[src/rtl/r2sdf_first_stage_if.sv]
// Sample-in / butterfly-out bundle between the sample source, the first R2SDF
// stage and its downstream CORDIC.
interface r2sdf_first_stage_if;
   logic               iValid;
   logic signed [20:0] iData;
   logic               oValid;
   logic signed [21:0] oReal;
   logic        [5:0]  oPhi;
   logic               oSof;

   modport master (
      output iValid, iData,
      input  oValid, oReal, oPhi, oSof
   );

   modport slave (
      input  iValid, iData,
      output oValid, oReal, oPhi, oSof
   );
endinterface

[src/rtl/r2sdf_first_stage.sv]
// First radix-2 single-path delay-feedback stage of a 64-point FFT on real input:
// 32-deep feedback delay line, sums out in the second half, differences one frame later.
module r2sdf_first_stage (
   input  logic              iClk,
   input  logic              iRst,
   r2sdf_first_stage_if.slave bus
);
   localparam int D = 32;

   logic        [5:0]  cntReg,  cntNext;
   logic               primedReg, primedNext;
   logic signed [21:0] dlReg  [0:D-1];
   logic signed [21:0] dlNext [0:D-1];

   logic signed [21:0] oRealReg, oRealNext;
   logic        [5:0]  oPhiReg,  oPhiNext;
   logic               oValidReg, oValidNext;
   logic               oSofReg,   oSofNext;

   logic signed [21:0] dlOut;
   logic signed [21:0] sExt;
   logic signed [21:0] shiftIn;
   logic               secondHalf;

   assign dlOut      = dlReg[D-1];
   assign sExt       = {bus.iData[20], bus.iData};
   assign secondHalf = cntReg[5];

   // Second half feeds back x[n]-x[n+32]; those differences surface during the next frame.
   assign shiftIn = secondHalf ? (dlOut - sExt) : sExt;

   genvar gi;
   generate
      for (gi = 0; gi < D; gi++) begin : gDelay
         if (gi == 0) begin : gHead
            assign dlNext[gi] = bus.iValid ? shiftIn : dlReg[gi];
         end else begin : gBody
            assign dlNext[gi] = bus.iValid ? dlReg[gi-1] : dlReg[gi];
         end
      end
   endgenerate

   always_comb begin
      cntNext    = cntReg;
      primedNext = primedReg;
      oRealNext  = oRealReg;
      oPhiNext   = oPhiReg;
      oValidNext = 1'b0;
      oSofNext   = 1'b0;
      if (bus.iValid) begin
         cntNext    = cntReg + 6'd1;
         primedNext = primedReg | (cntReg == 6'd63);
         if (secondHalf) begin
            oRealNext  = dlOut + sExt;
            oPhiNext   = 6'd0;
            oValidNext = 1'b1;
            oSofNext   = (cntReg == 6'd32);
         end else begin
            oRealNext  = dlOut;
            oPhiNext   = {1'b0, cntReg[4:0]};
            oValidNext = primedReg;
         end
      end
   end

   always_ff @(posedge iClk or posedge iRst) begin
      if (iRst) begin
         cntReg    <= 6'd0;
         primedReg <= 1'b0;
         oRealReg  <= 22'sd0;
         oPhiReg   <= 6'd0;
         oValidReg <= 1'b0;
         oSofReg   <= 1'b0;
         for (int i = 0; i < D; i++) begin
            dlReg[i] <= 22'sd0;
         end
      end else begin
         cntReg    <= cntNext;
         primedReg <= primedNext;
         oRealReg  <= oRealNext;
         oPhiReg   <= oPhiNext;
         oValidReg <= oValidNext;
         oSofReg   <= oSofNext;
         for (int i = 0; i < D; i++) begin
            dlReg[i] <= dlNext[i];
         end
      end
   end

   assign bus.oReal  = oRealReg;
   assign bus.oPhi   = oPhiReg;
   assign bus.oValid = oValidReg;
   assign bus.oSof   = oSofReg;
endmodule

[src/flat_wrapper.sv]
// flat-port wrapper written by rule: the top's interface ports become plain ports
module r2sdf_first_stage_flat 
  (iClk, iRst, bus_iValid, bus_iData, bus_oValid, bus_oReal, bus_oPhi, bus_oSof);
  r2sdf_first_stage_if bus_i ();
  input  logic iClk;
  input  logic iRst;
  input wire logic [$bits(bus_i.iValid)-1:0] bus_iValid;
  input wire logic [$bits(bus_i.iData)-1:0] bus_iData;
  output wire logic [$bits(bus_i.oValid)-1:0] bus_oValid;
  output wire logic [$bits(bus_i.oReal)-1:0] bus_oReal;
  output wire logic [$bits(bus_i.oPhi)-1:0] bus_oPhi;
  output wire logic [$bits(bus_i.oSof)-1:0] bus_oSof;
  assign bus_i.iValid = bus_iValid;
  assign bus_i.iData = bus_iData;
  assign bus_oValid = bus_i.oValid;
  assign bus_oReal = bus_i.oReal;
  assign bus_oPhi = bus_i.oPhi;
  assign bus_oSof = bus_i.oSof;
  r2sdf_first_stage u_core (.iClk(iClk), .iRst(iRst), .bus(bus_i));
endmodule
[config.mk]
export PLATFORM = sky130hd
export DESIGN_NAME = r2sdf_first_stage_flat
export DESIGN_NICKNAME = d
export VERILOG_FILES = /design/src/rtl/r2sdf_first_stage_if.sv /design/src/rtl/r2sdf_first_stage.sv /design/src/flat_wrapper.sv
export SDC_FILE = /design/constraint.sdc
export NUM_CORES = 1
export LEC_CHECK = 0
export BUFFER_PORTS_ARGS = -buffer_cell sky130_fd_sc_hd__buf_2
export CORE_ASPECT_RATIO = 1.25
export CORE_MARGIN = 4
export CORE_UTILIZATION = 45
export DETAILED_ROUTE_END_ITERATION = 10
export PLACE_DENSITY_LB_ADDON = 0.08
export SYNTH_ARGS = -nofsm -noshare
export SYNTH_HDL_FRONTEND = slang
export SYNTH_SLANG_ARGS = --single-unit
[constraint.sdc]
create_clock -name iClk -period 26.9 [get_ports iClk]
set_clock_uncertainty 0.2 [all_clocks]
set_input_delay 1.345 -clock iClk [delete_from_list [all_inputs] [get_ports iClk]]
set_output_delay 1.345 -clock iClk [all_outputs]
set_load 0.1 [all_outputs]
==> flow_summary.yaml, run 1 <==
run_status:
  status: "complete, no violations"
critical_path:
  cp_max_fo: 178
  slowest_delay_ps: 850
  cp_data_required_time_ps: 27300
  critical-path-slowest-cell: "buf_4"
  start_kind: "primary input"
  cp-end-kind: "async pin"
  r2r_slack_ps: 23710
  path_class: "in2async"
  arrival_ps: 5370
  endpoint: "u_core.dlReg[221]$_DFFE_PP0P_"
  r2r_end: "u_core.bus.oReal[12]$_DFFE_PP0P_"
  crit_path_cell_trace: "buf_2 -> inv_8 -> buf_12 -> buf_4 -> buf_4 -> buf_4"
  crit_top_cell: "buf_4"
  r2r_start: "u_core.dlOut[0]$_DFFE_PP0P_"
  crit_start: "iRst"
  reg2regPathDepth: 10
final_layout:
  regArea_um2: 18500
  final_cell_mix: "739 x dfrtp_1, 690 x mux2_2, 79 x clkbuf_16"
  design_area_um2: 33600
  layout-drive-gt1-share_pct: 43.1
  multi_input_area_um2: 10700
  areaGrowthSynthToFinish_pct: 12.6
  final_common_cell: "dfrtp_1"
  fill_cells: 5543
  post-route-util_pct: 51.2
  fin_nets: 2116
route:
  routed_wl_um: 49300
  drtPass1Iterations: 4
  drtIter0Drc: 730
  wire_per_inst_um: 16.6
  via_per_inst: 5.11
  drc: 0
  vias: 15141
  ant_nets: 0
power_and_ir_drop:
  ir_worst_vdd_mv: 0.0544
  clockPowerShare_pct: 29.9
  switching_share_pct: 27.6
  p_leak_nw: 15.1
  seqPwrFrac_pct: 49.3
  p_int_w: 0.00269
  power.switching_w: 0.00102
  power_density_nw_per_um2: 110
  combPwrFrac_pct: 20.9
synth:
  syn_area_um2: 29900
  synth_ff_type: "dfrtp_1"
  synth_edf_count: 0
  syn_inst: 2009
  async_flop_share_pct: 100
  synth_seq_cells: 740
  avgSynthCellArea_um2: 14.9
  synthDistinctLibCells: 66
  synth_seq_area_share_pct: 62.0
  synth_nets: 2079
  ys_warn_count: 0
placed_design:
  io_buffers: 52
  dp_hpwl_um: 29900
  gp_congestion: 0.838
  place_area_um2: 30900
clocking:
  cts-resized-gates: 0
  insertion_delay_ps: 600
  cts_made_buffers: 76
  htree_levels: 3
  cts_hold_buf: 0
  clock-sinks: 740
  cts_tree: "built"
  post_cts_buffers: 0
  clk_pin_slew_ps: 60
  clk_path_buf_depth: 3
  root_buffer: "clkbuf_16"
timing:
  min_period_ps: 4960
  slew_viol_final: 0
  worst_pin_slew_ps: 1020
  fin_setup_tns_ps: 0
  finalSetupViolations: 0
  relSlewSlack_pct: 32.1
  max_freq_mhz: 201
  hold_viol_final: 0
  rsz0062_at_grt: "no"
  fin_crit_sh_pct: 18.5
die:
  initial_utilization_pct: 45.4
  die_h_um: 296
  rows: 105
  ios: 54
  core_area_um2: 65700
  die_width_um: 238
  die-area_um2: 70600
global_route:
  use_met2_pct: 21.9
  grt_start_max_net_pins: 192
  use_met1_pct: 20.5
  grt.busiest_layer: "met2"
  grt_use_met3_pct: 2.65
  grt_pass1_vias: 15935
  grt_usage_pct: 14.3
  grt_pass1_wl_um: 83900
  grt-ovfl-total: 0
  antenna_found_initial: 2
min_path:
  min_path_type: "reg2reg"
flow_run:
  maxCapViolCount: 0
## power by group through the flow
stage	logic (W)	registers, W	clock network (W)
global placement	0.000762	0.00184	0
finish	0.000774	0.00183	0.00111
floorplan	0.000561	0.00188	0
CTS	0.000792	0.00184	0.00115
global route	0.000853	0.00189	0.00120
detailed placement	0.000784	0.00186	0
## cells in the mapped netlist (2+ instances only)
| master | instances | share of area [%] |
|---|---|---|
| inv_1 | 47 | 0.59 |
| o22ai_1 | 5 | 0.10 |
| nor2b_1 | 20 | 0.42 |
| nand2b_1 | 9 | 0.19 |
| a31oi_1 | 3 | 0.063 |
| nor3_1 | 6 | 0.10 |
| buf_4 | 3 | 0.075 |
| o21ai_2 | 2 | 0.059 |
| o21ai_0 | 25 | 0.42 |
| a221oi_1 | 2 | 0.059 |
| dfrtp_1 | 740 | 62 |
| fa_1 | 2 | 0.13 |
| or4_1 | 2 | 0.050 |
| o21ai_1 | 10 | 0.17 |
| buf_2 | 5 | 0.084 |
| xnor2_1 | 34 | 1.0 |
| a21oi_1 | 64 | 1.1 |
| o211ai_1 | 4 | 0.10 |
| o221ai_1 | 3 | 0.088 |
| nand3_1 | 6 | 0.10 |
| nand2_1 | 31 | 0.39 |
| nor4_1 | 4 | 0.084 |
| nand4_1 | 5 | 0.10 |
| mux2_2 | 690 | 26 |
| nor2_1 | 55 | 0.69 |
| clkbuf_1 | 95 | 1.2 |
| a21o_1 | 8 | 0.20 |
| o31ai_1 | 10 | 0.25 |
| or3_1 | 2 | 0.042 |
| a211oi_1 | 2 | 0.050 |
| a221oi_2 | 4 | 0.20 |
| o21a_1 | 5 | 0.13 |
| o21bai_1 | 5 | 0.13 |
| xor2_1 | 5 | 0.15 |
| ha_1 | 44 | 1.8 |
| mux2i_1 | 14 | 0.47 |
| inv_2 | 3 | 0.038 |
| buf_1 | 7 | 0.088 |
## registers in the layout (all words and copies together) (netlist names)
name               count
u_core.bus.oPhi        5
u_core.dlReg         682
u_core.bus.oValid      1
u_core.bus.oSof        1
u_core.bus.oReal      22
u_core.dlOut          22
u_core.primedReg       1
u_core.cntReg          6
## through the flow
| stage | setup slack (ps) | cells | hold WS (ps) | total power, W |
|---|---|---|---|---|
| floorplan | 4590 | 2009 | 243 | 0.00245 |
| global placement | 21040 | 2824 | 261 | 0.00260 |
| detailed placement | 20910 | 2824 | 264 | 0.00264 |
| CTS | 21560 | 2962 | 280 | 0.00378 |
| global route | 21020 | 2962 | 307 | 0.00394 |
| finish | 21940 | 2964 | 276 | 0.00371 |
## final cells by class
| class | instances | share of cell area, % |
|---|---|---|
| Multi-Input combinational cell | 1109 | 31.9 |
| Timing Repair Buffer | 69 | 1.30 |
| Inverter | 50 | 0.581 |
| Tap cell | 856 | 3.19 |
| Antenna cell | 2 | 0.0149 |
| Clock inverter | 28 | 1.27 |
| Clock buffer | 110 | 6.70 |
| Sequential cell | 740 | 55.1 |
## worst max-delay path, delay by kind of cell
kind | cells | cell delay [ps]
buf+inv | 6 | 3840
## worst min path at each step
stage               slack [ps]  cells after the start                    startpoint                           end
floorplan                  240                      1  u_core.primedReg$_DFFE_PP0P_  u_core.primedReg$_DFFE_PP0P_
global placement           260                      1  u_core.primedReg$_DFFE_PP0P_  u_core.primedReg$_DFFE_PP0P_
detailed placement         260                      1  u_core.primedReg$_DFFE_PP0P_  u_core.primedReg$_DFFE_PP0P_
CTS                        280                      1  u_core.primedReg$_DFFE_PP0P_  u_core.primedReg$_DFFE_PP0P_
global route               310                      1  u_core.primedReg$_DFFE_PP0P_  u_core.primedReg$_DFFE_PP0P_
finish                     280                      1  u_core.primedReg$_DFFE_PP0P_  u_core.primedReg$_DFFE_PP0P_
## logic make-up (layout without fill, tap and decap cells)
group / after synthesis / in the layout / synth area share [%]
buffers and inverters: 160 / 257 / 2.07
XOR/XNOR: 39 / 39 / 1.14
AO/OA/AOI/OAI: 170 / 170 / 3.81
AND/OR/NAND/NOR: 149 / 149 / 2.46
adder cells (fa/ha/maj): 46 / 46 / 1.98
flip-flops: 740 / 740 / 62.0
multiplexers: 704 / 704 / 26.5
other: 1 / 3 / 0.0126
## per-layer routing
layer  wire, um  vias up
met5          0        -
met4       1350        0
met3       1950       88
met2      22000      200
met1      24000     7702
li1           -     7151
Power figures use the tool's default switching activity.
==> inputs of run 2 (changes only) <==
--- a/config.mk
+++ b/config.mk
@@ -5,6 +5,7 @@
 export SDC_FILE = /design/constraint.sdc
 export NUM_CORES = 1
 export LEC_CHECK = 0
+export ABC_AREA = 1
 export BUFFER_PORTS_ARGS = -buffer_cell sky130_fd_sc_hd__buf_2
 export CORE_ASPECT_RATIO = 1.25
 export CORE_MARGIN = 4
==> constraint.sdc (replaced) <==
create_clock -name iClk -period 4.6 [get_ports iClk]
set_clock_uncertainty 0.2 [all_clocks]
set_input_delay 0.23 -clock iClk [delete_from_list [all_inputs] [get_ports iClk]]
set_output_delay 0.23 -clock iClk [all_outputs]
set_load 0.1 [all_outputs]
==> flow_summary.yaml, run 2 <==
power_and_ir_drop:
  ir_worst_vdd_mv: 0.313
  power_density_nw_per_um2: 506
  p_leak_nw: 19.2
global_route:
  grt-ovfl-total: 0
  grt_pass1_vias: 22203
  grt_start_max_net_pins: 213
  grt_pass1_wl_um: 114000
  grt_usage_pct: 18.7
  antenna_found_initial: 2
die:
  initial_utilization_pct: 45.4
  die_h_um: 301
  rows: 107
  die_width_um: 242
  die-area_um2: 73000
  ios: 54
  core_area_um2: 68100
timing:
  fin_crit_sh_pct: 54.8
  worst_pin_slew_ps: 1290
  rsz0062_at_grt: "no"
  finalSetupViolations: 0
  max_freq_mhz: 397
  relSlewSlack_pct: 14.2
  fin_setup_tns_ps: 0
  slew_viol_final: 0
  min_period_ps: 2520
  hold_viol_final: 0
placed_design:
  io_buffers: 52
  gp_congestion: 0.910
  dp_hpwl_um: 41700
  placed_cells: 4449
  place_area_um2: 31600
final_layout:
  layout-drive-gt1-share_pct: 6.94
  post-route-util_pct: 50.4
  largest-register: "u_core.dlReg"
  areaGrowthSynthToFinish_pct: 11.2
  fin_nets: 3747
  final_common_cell: "nand2_1"
  largest_register_ff_count: 682
  fin_cells: 4604
  design_area_um2: 34400
  final_cell_mix: "2187 x nand2_1, 740 x dfrtp_1, 149 x inv_1"
min_path:
  min_path_type: "in2async"
critical_path:
  crit_family: "buffers and inverters"
  slowest_delay_ps: 690
  cp-end-kind: "flop"
  arrival_ps: 2810
  cp_data_required_time_ps: 4890
  critical-path-slowest-cell: "inv_2"
  crit_path_cell_trace: "dlygate4sd3_1 -> buf_8 -> inv_8 -> nor2_4 -> inv_2 -> o21ai_0 -> o21bai_1"
  cp_max_fo: 91
  path_class: "in2reg"
  start_kind: "primary input"
  cp_num_buf_inv: 4
synth:
  async_flop_share_pct: 100
  synth_top_cell_by_area: "dfrtp_1"
  synthTopCellsByCount: "2187 x nand2_1, 740 x dfrtp_1, 150 x inv_1, 142 x buf_2, 93 x o21ai_0"
  synth_top_area_share_pct: 59.9
  synth_seq_cells: 740
  ys_warn_count: 0
  yosysMostFrequentCell: "nand2_1"
  synthDistinctLibCells: 35
  syn_area_um2: 30900
  synth_nets: 3754
  syn_inst: 3684
  synth_edf_count: 0
  synth_ff_type: "dfrtp_1"
  avgSynthCellArea_um2: 8.39
  ys_top_cells_by_area: "dfrtp_1 60%, nand2_1 27%, buf_2 2.3%"
  synth_seq_area_share_pct: 59.9
route:
  routed_wl_um: 67100
  ant_nets: 0
  via_per_inst: 4.85
  drtPass1Iterations: 5
  wire_per_inst_um: 14.6
  drtIter0Drc: 1598
  drc: 0
  vias: 22349
clocking:
  cts_made_buffers: 75
  insertion_delay_ps: 610
  clk_path_buf_depth: 3
  post_cts_buffers: 0
  clk_pin_slew_ps: 60
  cts_tree: "built"
  htree_levels: 3
  clock-sinks: 740
  root_buffer: "clkbuf_16"
run_status:
  status: "complete, no violations"
flow_run:
  maxCapViolCount: 0
-- run 2: cell count changes in the layout (fill, tap and decap cells not counted), moves of 13 or more --
cell / before / now
nand2_1: 31 / 2187
inv_2: 3 / 25
xnor2_1: 34 / 2
nor2b_1: 20 / 0
inv_1: 46 / 149
nor2_2: 0 / 13
a21oi_1: 64 / 27
mux2_2: 690 / 0
nand3_1: 6 / 60
mux2i_1: 14 / 0
dlygate4sd3_1: 0 / 23
o21ai_0: 25 / 93
-- run 2: final timing paths --
| path | startpoint | to | slack [ps] | depth (start not counted) |
|---|---|---|---|---|
| min | iRst | u_core.dlReg[217]$_DFFE_PP0P_ | 120 | 3 |
| min reg2reg | u_core.primedReg$_DFFE_PP0P_ | u_core.primedReg$_DFFE_PP0P_ | 260 | 2 |
| max in group asynchronous | iRst | u_core.dlReg[242]$_DFFE_PP0P_ | 2770 | 4 |
| max | bus_iValid | u_core.bus.oReal[12]$_DFFE_PP0P_ | 2080 | 7 |
| min in group iClk | u_core.primedReg$_DFFE_PP0P_ | u_core.primedReg$_DFFE_PP0P_ | 260 | 2 |
| max reg2reg | u_core.dlOut[11]$_DFFE_PP0P_ | u_core.bus.oReal[18]$_DFFE_PP0P_ | 2240 | 8 |
-- run 2: worst min-delay path, delay by kind of cell --
| family | cells | cell delay [ps] |
|---|---|---|
| buffers and inverters | 3 | 1200 |
-- run 2: cell type report --
class	count	area, um^2
Sequential cell	740	18500
Inverter	176	672
Fill cell	6559	33800
Tap cell	872	1090
Timing Repair Buffer	99	793
Multi-Input combinational cell	2585	10800
Antenna cell	1	2.50
Clock buffer	107	2200
Clock inverter	24	314
-- run 2: repair_timing --
item | CTS | global route
endpoints found under the hold margin | 106 | 0
gates resized for setup | 0 | 0
hold buffers | 23 | 0
-- run 2: through the flow --
step                hold slack, ps  worst slack, ps  power, W
floorplan                      163            -5970    0.0106
global placement               233             2050    0.0112
detailed placement             231             2040    0.0113
CTS                            115             2100    0.0177
global route                   167             1840    0.0184
finish                         119             2080    0.0174
-- run 2: metal layers --
metal  wire length, um  vias up  share of wire [%]  global-route usage [%]
met5                 0        -                  0                       0
met4              1940        0                2.9                    5.92
met3              3030      102                4.5                    4.00
met2             31400      274                 47                    30.1
met1             30700    10837                 46                    25.6
li1                  -    11136                  -                       -
-- run 2: power by group --
part	leakage, nW	total [W]	internal [W]	switching [W]
Clock	1.24	0.00622	0.00368	0.00254
Combinational	7.99	0.00270	0.000772	0.00193
Sequential	9.93	0.00847	0.00775	0.000723
Total	19.2	0.0174	0.0122	0.00519
-- run 2: cells by family (layout without fill, tap and decap cells) --
family / count (synthesis) / count (layout) / share of synthesized area, %
buffers and inverters: 359 / 406 / 5.23
flip-flops: 740 / 740 / 59.9
other: 1 / 2 / 0.0121
AND/OR/NAND/NOR: 2359 / 2359 / 29.4
XOR/XNOR: 17 / 17 / 0.482
adder cells (fa/ha/maj): 46 / 46 / 1.91
AO/OA/AOI/OAI: 162 / 162 / 3.02
==> inputs of run 3 (changes only) <==
==> constraint.sdc (replaced) <==
create_clock -name iClk -period 2.3 [get_ports iClk]
set_clock_uncertainty 0.2 [all_clocks]
set_input_delay 0.115 -clock iClk [delete_from_list [all_inputs] [get_ports iClk]]
set_output_delay 0.115 -clock iClk [all_outputs]
set_load 0.1 [all_outputs]
==> flow_summary.yaml, run 3 (synthesis gave the netlist of run 2 again) <==
run_status:
  status: "complete, no violations"
power_and_ir_drop:
  p_int_w: 0.0252
  ir_worst_vdd_mv: 0.623
  combPwrFrac_pct: 15.9
  power_w: 0.0359
  clockPowerShare_pct: 36.9
  p_leak_nw: 19.5
  power_density_nw_per_um2: 1020
  seqPwrFrac_pct: 47.2
  power.switching_w: 0.0107
  switching_share_pct: 29.9
clocking:
  clk_path_buf_depth: 3
  clock-sinks: 740
  cts_made_buffers: 78
  insertion_delay_ps: 620
  root_buffer: "clkbuf_16"
  clk_pin_slew_ps: 60
  htree_levels: 3
  cts_tree: "built"
placed_design:
  io_buffers: 52
  gp_congestion: 0.881
  dp_hpwl_um: 45500
route:
  via_per_inst: 4.84
  drtPass1Iterations: 7
  ant_nets: 0
  wire_per_inst_um: 15.1
  drtIter0Drc: 1571
  routed_wl_um: 70500
  vias: 22562
  drc: 0
final_layout:
  final_cell_mix: "2185 x nand2_1, 739 x dfrtp_1, 148 x inv_1"
  largest_register_ff_count: 682
  areaGrowthSynthToFinish_pct: 13.7
  layout-drive-gt1-share_pct: 9.18
  final_common_cell: "nand2_1"
  fin_nets: 3801
  largest-register: "u_core.dlReg"
min_path:
  hold_depth: 4
  min-delay-start: "bus_iData[13]"
  min_path_type: "in2reg"
  whs_endpoint: "u_core.dlReg[695]$_DFFE_PP0P_"
critical_path:
  cp-end-kind: "flop"
  cp_max_fo: 6
  start_kind: "flop"
  arrival_ps: 2480
  r2r_slack_ps: 110
  r2r_start: "u_core.dlOut[5]$_DFFE_PP0P_"
  cp_data_required_time_ps: 2590
  r2r_end: "u_core.dlReg[699]$_DFFE_PP0P_"
  path_class: "reg2reg"
  reg2regPathDepth: 11
die:
  die-area_um2: 73000
  die_h_um: 301
  initial_utilization_pct: 45.4
  core_area_um2: 68100
  rows: 107
  die_width_um: 242
  ios: 54
timing:
  whs_ps: 131
  worst_pin_slew_ps: 874
  relSlewSlack_pct: 41.7
  max_freq_mhz: 457
  finalSetupViolations: 0
  min_period_ps: 2190
  slew_viol_final: 0
  hold_viol_final: 0
  rsz0062_at_grt: "no"
  fin_crit_sh_pct: 95.2
global_route:
  grt_start_max_net_pins: 195
  grt_usage_pct: 19.6
  grt_pass1_vias: 22611
  grt_pass1_wl_um: 118000
  antenna_found_initial: 2
  grt-ovfl-total: 0
flow_run:
  maxCapViolCount: 0
[run 3: cell type report]
cell class	count	area (um^2)
clock inverters	31	462
fillers	6542	33000
well taps	872	1090
inverters	176	672
diodes	2	5.00
flip-flops and latches	740	18500
repair buffers	150	1280
clock buffers	110	2270
multi-input cells	2585	10900
[run 3: timing repair]
item | 4_1_cts | 5_1_grt
resized for setup | 2 | 27
endpoints found under the hold margin | 866 | 0
setup endpoints to repair | 2 | 23
hold buffers | 24 | 0
gates cloned | 0 | 0
pin swaps | 1 | 1
setup buffers | 1 | 0
[run 3: worst max path at each step]
stage | startpoint | endpoint | slack, ps | cells after the start
after floorplan | iRst | u_core.bus.oPhi[0]$_DFFE_PP0P_ | -8160 | 1
after global placement | u_core.dlOut[3]$_DFFE_PP0P_ | u_core.bus.oReal[17]$_DFFE_PP0P_ | -140 | 11
after detailed placement | u_core.dlOut[3]$_DFFE_PP0P_ | u_core.bus.oReal[17]$_DFFE_PP0P_ | -150 | 11
after CTS | u_core.dlOut[4]$_DFFE_PP0P_ | u_core.bus.oReal[17]$_DFFE_PP0P_ | 6 | 11
after global routing | u_core.dlOut[7]$_DFFE_PP0P_ | u_core.bus.oReal[16]$_DFFE_PP0P_ | 2 | 10
final | u_core.dlOut[5]$_DFFE_PP0P_ | u_core.dlReg[699]$_DFFE_PP0P_ | 110 | 11
[run 3: per-stage QoR]
stage / TNS (ps) / instances / setup WS, ps / instance area, um^2 / util (%)
after floorplan: -6035790 / 3684 / -8160 / 30900 / -
after global placement: -202 / 4498 / -144 / 32100 / 47.1
after detailed placement: -198 / 4498 / -150 / 32100 / 47.1
after CTS: 0 / 4664 / 5.98 / 35100 / 51.5
after global routing: 0 / 4665 / 2.26 / 35200 / 51.6
final: 0 / 4666 / 111 / 35200 / 51.6
[run 3: routing by layer]
layer	GRT usage, %	vias up	share of wire (%)
met2	32.9	284	48
met4	5.54	0	2.2
met3	3.01	91	3.5
met5	0	-	0
met1	26.8	10948	46
li1	-	11239	-
[run 3: critical path, stage by stage, from the launching register on]
cell      delay, ps
dfrtp_1         400
ha_2            450
buf_4           170
nand2_2          60
nor2_2          180
nand3_1         100
nand3b_1        170
nand2_1         120
nand2_1          70
nand2_1          40
nand3_1          60
nand2_1          50
[run 3: power by group through the flow]
stage	Sequential [W]	Clock, W	Combinational [W]
CTS	0.0170	0.0137	0.00581
global route	0.0173	0.0143	0.00650
global placement	0.0171	0	0.00563
detailed placement	0.0172	0	0.00574
finish	0.0170	0.0133	0.00570
floorplan	0.0178	0	0.00333
